**src/rtl/pwm_capture.sv**
```systemverilog
// PWM measurement: synchronizes pwm_in, counts high time and period between rising edges,
// then derives duty in 10% steps with a restoring divider. Idle levels are reported as timeouts.
module pwm_capture #(
    parameter int unsigned CNT_W = 16
) (
    input  logic             clk,
    input  logic             rst_n,
    input  logic             en,
    input  logic             pwm_in,
    output logic [CNT_W-1:0] high_cnt,
    output logic [CNT_W-1:0] period_cnt,
    output logic [3:0]       duty,
    output logic             valid,
    output logic             stuck
);

    typedef enum logic [1:0] {
        WAIT_RISE,
        HIGH,
        LOW,
        DIV
    } state_e;

    localparam logic [CNT_W-1:0] CNT_ONE = {{(CNT_W-1){1'b0}}, 1'b1};

    state_e            state_q, state_d;
    logic              s1_q, s2_q, s3_q;
    logic [CNT_W-1:0]  cnt_q, cnt_d;
    logic [CNT_W-1:0]  hi_q, hi_d;
    logic [CNT_W-1:0]  per_q, per_d;
    logic [CNT_W+3:0]  acc_q, acc_d;
    logic [3:0]        q_q, q_d;
    logic [CNT_W-1:0]  high_cnt_q, high_cnt_d;
    logic [CNT_W-1:0]  period_cnt_q, period_cnt_d;
    logic [3:0]        duty_q, duty_d;
    logic              valid_q, valid_d;
    logic              stuck_q, stuck_d;

    logic              rise;
    logic              fall;
    logic              cnt_max;
    logic [CNT_W+3:0]  hi_ext;
    logic [CNT_W+3:0]  hi_x10;
    logic [CNT_W+3:0]  per_ext;

    assign rise    = s2_q & ~s3_q;
    assign fall    = ~s2_q & s3_q;
    assign cnt_max = (cnt_q == '1);
    assign hi_ext  = {4'b0000, hi_q};
    assign hi_x10  = (hi_ext << 3) + (hi_ext << 1);
    assign per_ext = {4'b0000, per_q};

    // Synchronizer runs regardless of en so edge detection is valid immediately on re-enable.
    always_ff @(posedge clk or negedge rst_n) begin
        if (!rst_n) begin
            s1_q <= 1'b0;
            s2_q <= 1'b0;
            s3_q <= 1'b0;
        end else begin
            s1_q <= pwm_in;
            s2_q <= s1_q;
            s3_q <= s2_q;
        end
    end

    always_ff @(posedge clk or negedge rst_n) begin
        if (!rst_n) begin
            state_q      <= WAIT_RISE;
            cnt_q        <= '0;
            hi_q         <= '0;
            per_q        <= '0;
            acc_q        <= '0;
            q_q          <= '0;
            high_cnt_q   <= '0;
            period_cnt_q <= '0;
            duty_q       <= '0;
            valid_q      <= 1'b0;
            stuck_q      <= 1'b0;
        end else begin
            state_q      <= state_d;
            cnt_q        <= cnt_d;
            hi_q         <= hi_d;
            per_q        <= per_d;
            acc_q        <= acc_d;
            q_q          <= q_d;
            high_cnt_q   <= high_cnt_d;
            period_cnt_q <= period_cnt_d;
            duty_q       <= duty_d;
            valid_q      <= valid_d;
            stuck_q      <= stuck_d;
        end
    end

    always_comb begin
        state_d      = state_q;
        cnt_d        = cnt_q;
        hi_d         = hi_q;
        per_d        = per_q;
        acc_d        = acc_q;
        q_d          = q_q;
        high_cnt_d   = high_cnt_q;
        period_cnt_d = period_cnt_q;
        duty_d       = duty_q;
        valid_d      = 1'b0;
        stuck_d      = stuck_q;

        if (!en) begin
            state_d = WAIT_RISE;
            cnt_d   = '0;
        end else if ((state_q != DIV) && cnt_max) begin
            // Saturated counter: report the static level instead of wrapping.
            duty_d       = s2_q ? 4'd10 : 4'd0;
            high_cnt_d   = '0;
            period_cnt_d = '0;
            stuck_d      = 1'b1;
            valid_d      = 1'b1;
            cnt_d        = '0;
            state_d      = WAIT_RISE;
        end else begin
            unique case (state_q)
                WAIT_RISE: begin
                    if (rise) begin
                        cnt_d   = CNT_ONE;
                        state_d = HIGH;
                    end else begin
                        cnt_d = cnt_q + CNT_ONE;
                    end
                end
                HIGH: begin
                    cnt_d = cnt_q + CNT_ONE;
                    if (fall) begin
                        hi_d    = cnt_q;
                        state_d = LOW;
                    end
                end
                LOW: begin
                    cnt_d = cnt_q + CNT_ONE;
                    if (rise) begin
                        per_d   = cnt_q;
                        acc_d   = hi_x10;
                        q_d     = '0;
                        state_d = DIV;
                    end
                end
                DIV: begin
                    if (acc_q >= per_ext) begin
                        acc_d = acc_q - per_ext;
                        q_d   = q_q + 4'd1;
                    end else begin
                        duty_d       = q_q;
                        high_cnt_d   = hi_q;
                        period_cnt_d = per_q;
                        stuck_d      = 1'b0;
                        valid_d      = 1'b1;
                        cnt_d        = '0;
                        state_d      = WAIT_RISE;
                    end
                end
                default: begin
                    state_d = WAIT_RISE;
                    cnt_d   = '0;
                end
            endcase
        end
    end

    assign high_cnt   = high_cnt_q;
    assign period_cnt = period_cnt_q;
    assign duty       = duty_q;
    assign valid      = valid_q;
    assign stuck      = stuck_q;

endmodule

```
**config.mk**
```make
export PLATFORM = sky130hd
export DESIGN_NAME = pwm_capture
export DESIGN_NICKNAME = d
export VERILOG_FILES = /design/src/rtl/pwm_capture.sv
export SDC_FILE = /design/constraint.sdc
export NUM_CORES = 1
export LEC_CHECK = 0
export ABC_CLOCK_PERIOD_IN_PS = 3800
export BUFFER_PORTS_ARGS = -buffer_cell sky130_fd_sc_hd__buf_2
export CORE_ASPECT_RATIO = 0.8
export CORE_MARGIN = 5
export CORE_UTILIZATION = 60
export DETAILED_ROUTE_END_ITERATION = 16
export GPL_TIMING_DRIVEN = 0
export HOLD_SLACK_MARGIN = 0.02
export MAX_ROUTING_LAYER = met4
export PLACE_DENSITY = 0.75
export SYNTH_ARGS = -nofsm -noshare
export SYNTH_HDL_FRONTEND = slang
export SYNTH_SLANG_ARGS = --single-unit
```
**constraint.sdc**
```tcl
create_clock -name clk -period 3.8 [get_ports clk]
set_input_delay 0.57 -clock clk [delete_from_list [all_inputs] [get_ports clk]]
set_output_delay 0.57 -clock clk [all_outputs]
set_load 0.01 [all_outputs]
```
Word-level counts from Yosys, hierarchy flattened. Index checks and enable logic that the tools add are counted.

Add/sub/neg operators: 4. Magnitude comparators: 1. Eq/ne operators: 12. Muxes and demuxes: 35. Bitwise operators: 5. Reductions and logical operators: 10.

Operators with widths (count): $mux 16 (10); $pmux 16 s3 (1); $mux 20 (2); $pmux 20 s2 (1); $mux 4 (6); $add 19x17->20 (1); $ge 20x16->1 (1); $sub 20x16->20 (1); $add 16x1->16 const B (1); $eq 16x16->1 const B (1); $ne 4x4->1 const B (4); $mux 2 (6); $reduce_and 4->1 (3); $ne 2x2->1 const B (4); $pmux 2 s4 (1); $pmux 4 s2 (1); $mux 1 (7); $reduce_and 5->1 (1); $add 4x1->4 const B (1); $eq 2x2->1 const B (2); $reduce_bool 2->1 (2); $not 1->1 (3); $reduce_and 3->1 (1); $and 1x1->1 (2); other kinds (4) (4).

Flip-flop bits (word level): 115. Input bits: 4.

Longest topological paths before layout.
Depth in word-level cells: 6. Gate-level depth with buffers: 13. Mapped depth without buffers: 11.

Least setup slack after synthesis. Ideal clock, no wire load.

Kind: register -> register. Start point: register per_q[0]. End point: register acc_q[19]. Setup time: 64 ps. Arrival time: 2598 ps. Required time: 3736 ps. Setup slack: 1138 ps. Cell stages (with the launch flop): 12. Cells stage by stage: dfrtp_1 ha_1 fa_1 nor2b_1 o21ai_1 a21oi_1 o311ai_1 a21o_1 buf_6 or4_1 nand2_1 a221o_2.

Word-level cells in the longest chain between the ends: 3.

Ends and longest elaborated chain: start, declared (line 30) `logic [CNT_W-1:0] per_q, per_d;`; start signal, assigned (line 83) `per_q <= per_d;`; $sub 20x16->20 or $ge 20x16->1 (tied branches) (line 147, 146); $mux 20 or $ne 2x2->1 (tied branches); $pmux 20 s2 or $reduce_and 5->1 (tied branches); end signal, assigned (line 72) `acc_q <= '0;`; end signal, assigned (line 84) `acc_q <= acc_d;`; end, declared (line 31) `logic [CNT_W+3:0] acc_q, acc_d;`.

Parallel ways exist; a longest one is shown, timed or not. The select of a mux whose other input is x is not followed. A chain may end at the register's enable or synchronous reset.

Worst setup path after layout.
Start point: register per_q[0]. End point: register cnt_q[14].

Word-level cells in the longest chain between the ends: 2.

Ends and longest elaborated chain: $ge 20x16->1 (line 146) `if (acc_q >= per_ext) begin`; $ne 4x4->1 (no source line); end signal, assigned (line 81) `cnt_q <= cnt_d;`; end, declared (line 28) `logic [CNT_W-1:0] cnt_q, cnt_d;`.

Every way passes these cells.

==> impl_summary.md <==
Run status
The flow ran to the end, and the final reports show no timing, DRC or antenna violations.

Routing
In this run, the number of DRC markers left after iteration 0 of detailed routing was 534. The detailed router placed 5480 vias in this run. The routed via count divided by cell count is 6.28. The total DRC errors in the routed layout is 0. The wire length per cell is 20.5 microns. The antenna violation net count after detailed routing is 0. The length of the first detailed-routing pass in iterations is 5. The total routed wirelength is 17900 microns.

Floorplanning
The count of pins on the block boundary is 42. The die covers 0.0130 sq mm. The horizontal die dimension is 126 microns. After floorplanning, the core was sized to cover 0.0107 sq mm.

The site row count is 34. The height of the die is 103 microns. The starting density of the core is 60.6%.

Timing
For the pin with the worst max-slew slack, the measured transition is 0.898 ns. Subtracting the final worst setup slack from the clock period gives 3.52 ns. Setup slack on the critical path of the routed design comes to 0.278 ns.

The sum of negative setup slack is 0 ns. Derived from the worst setup path, the maximum achievable clock frequency is 284 MHz. Dividing the final minimum period by the clock period gives 92.7%. The clock arrives with 0.00864 ns of skew. The final-report max-slew violation count was 0.

Setup violations remaining at the end of the flow were counted as 0. The remaining max-slew budget at the tightest pin is 39.6%. Setup repair after global routing left no endpoint under its margin.

The number of failing hold endpoints at the final stage is 0.

Finish
The final net count is 759. The count of non-filler cells in the finished layout is 873. The post-route netlist has 17.4% of its cells at a drive strength greater than 1. The repair_antennas step left the layout with diodes totalling 0.

In the layout the commonest cells are dfrtp_1 (115), o21ai_0 (56), nand2_1 (55). The most frequent standard cell in the layout excluding fill and tap cells is dfrtp_1. Compared with the post-synthesis result, the final layout area differs by 15.3%.

Setup path
The worst setup path is captured at a flop. The kind of critical path is reg -> reg. STA puts the critical path data arrival time at 3.83 ns.

The critical path launch point type is a flop. At the worst endpoint, the required time is 4.11 ns. The peak fanout along the critical path is 10.

Clock tree
The TritonCTS buffer count is 17. The TritonCTS clock tree is built. At the later pin of the worst-skew pair, clock insertion delay measures 0.42 ns. The tree is rooted in a clkbuf_16. The number of buffers on the longest clock path is 2. The clock transition time at the flip-flop clock pins of the worst setup and hold paths is 0.06 ns. CTS built an H-tree with a depth of 4. The number of clock sinks is 115. The number of buffers inserted by hold repair at cts is 0.

Yosys
Sequential cells were found to cover 44.3% of the synthesized design area. The main combinational cell family by area after synthesis is compound AO/OA/AOI/OAI gates. In the synthesized netlist the dominant register cell turns out to be dfrtp_1.

Of the total synthesized cell area, the portion taken by full adders, half adders and majority gates is 7.74%. Of the total synthesized cell area, the portion taken by XOR and XNOR cells is 2.70%. In this run the cell area of the synthesized design comes to 0.00650 sq mm. The fraction of the mapped netlist area in simple logic gates is 14.4%. Yosys mapped the design onto 60 distinct sky130hd cell types. Yosys printed 0 warnings. The share of the synthesized area in compound gates (AO/OA/AOI/OAI) is 20.1%.

Synthesis inferred 115 register bits. For this run, asynchronously set or reset flops after synthesis account for 100%. In this run, synthesis inferred 0 flip-flops with an integrated enable. The mux share of post-synthesis cell area is 6.78%.

The instance count of the mapped netlist is 655. The synthesized netlist net count is 698. The post-synthesis average cell area is 9.92 sq um.

Run
Across the run, the number of max-cap violations was 0.

Place
The wire-length estimate of the detail-placed layout is 12800 microns. Routability-driven placement finished with a final weighted congestion of 0.920. The count of buffers added on input and output ports is 41. The cell count after placement is 841. The placement-stage worst setup slack is 0.245 ns.

Pwr
The worst-case IR drop observed on VDD is 312 uV. In this run the static leakage power is 3.62 nW. Dividing total power by cell area gives a power density of 482 mW/mm^2.

Global route
The global-route congestion overflow total is 0. The number of antenna violations at the first check in global routing is 0. The via count of the first global-routing pass was 5387.

The pin count of the biggest net entering global routing is 76. The global-route usage over all layers is 29.6%. The first global-routing pass estimated 29200 microns of wire.

Min path
The min-delay analysis places its worst path in the category in -> async.
timing repair:
action	CTS	global route
endpoints found under the hold margin	0	0
buffers inserted	0	0
resized for setup	0	1
setup endpoints to repair	0	8
layer usage:
metal / wire length (microns) / vias to the layer above / GRT usage, % / part of all wire (%)
met5: 0 / - / - / 0
met2: 8450 / 202 / 46.4 / 47
li1: - / 2531 / - / -
met4: 365 / 0 / 9.23 / 2.0
met3: 1090 / 35 / 5.80 / 6.1
met1: 8000 / 2712 / 39.6 / 45
stage by stage:
stage	total power [mW]	instance area, sq um	hold slack, ns	util, %
6_report	3.61	7490	0.148	69.9
5_1_grt	3.77	7490	0.184	69.9
4_1_cts	3.60	7480	0.161	69.8
3_5_place_dp	2.04	6910	0.336	64.5
3_3_place_gp	2.00	6880	0.332	64.2
2_1_floorplan	1.83	6500	0.274	-
logic make-up (layout without fill, tap and decap cells):
logic type / count (synthesis) / after routing
and+or+nand+nor: 187 / 187
muxes: 40 / 40
AOI/OAI and AO/OA: 194 / 194
DFF: 115 / 115
xor gates and xnor gates: 20 / 20
adders and majority gates: 39 / 39
buffers and inverters: 60 / 134
final cells by class:
class / count / area [sq um]
tap: 144 / 180
timing repair buffer: 42 / 235
fill: 850 / 3230
sequential: 115 / 2880
buffer: 27 / 130
clock inverter: 14 / 143
clock buffer: 18 / 429
inverter: 33 / 124
multi-input combinational: 480 / 3370
worst paths after layout:
kind	start	depth (start not counted)	slack (ns)	endpoint
setup / recovery	per_q[0]	11	0.28	cnt_q[14]
hold / removal	rst_n	1	0.15	acc_q[5]
setup reg to reg	per_q[0]	11	0.28	cnt_q[14]
hold reg to reg	s1_q	0	0.35	s2_q
max in group asynchronous	rst_n	2	2.89	per_q[8]
min in group clk	pwm_in	1	0.26	s1_q
critical path: stages, from the launching register on:
cell and delay [ns]:
dfrtp_1 0.45, ha_1 0.26, fa_1 0.40, nor2b_1 0.13, o21ai_1 0.08, a21oi_1 0.40
o311ai_1 0.34, a31oi_2 0.45, buf_2 0.29, clkbuf_1 0.35, o21ai_0 0.16, o41ai_1 0.09
registers in the layout, summed over array words and instances (netlist names):
name        flops
valid           1
per_q          16
q_q             4
s1_q            1
period_cnt     16
cnt_q          16
stuck           1
state_q         2
s2_q            1
s3_q            1
hi_q           16
high_cnt       16
acc_q          20
duty            4
where the power goes:
part	internal [mW]	switching (mW)	total, mW
Combinational	0.289	0.435	0.724
Clock	0.919	0.652	1.57
Sequential	1.26	0.0496	1.31
Total	2.47	1.14	3.61
cell usage after synthesis (6+ instances only):
cell | number | share of area (%)
a31oi_1 | 12 | 1.2
nand2_1 | 55 | 3.2
clkbuf_1 | 13 | 0.75
nor3_1 | 13 | 1.0
xnor2_1 | 11 | 1.5
inv_1 | 33 | 1.9
o31ai_1 | 6 | 0.69
nand3_1 | 12 | 0.92
ha_1 | 37 | 7.1
mux2_2 | 32 | 5.5
buf_2 | 11 | 0.85
xor2_1 | 9 | 1.2
a22o_1 | 36 | 4.9
a21o_1 | 16 | 1.8
dfrtp_1 | 115 | 44
o21ai_0 | 56 | 4.3
and3_1 | 9 | 0.87
or3_1 | 6 | 0.58
a21oi_1 | 28 | 2.2
nor2_1 | 43 | 2.5
mux2i_1 | 8 | 1.2
nand2b_1 | 8 | 0.77
nand4_1 | 6 | 0.58
nor2b_1 | 9 | 0.87
No activity file was read; power rests on OpenSTA's default activity.
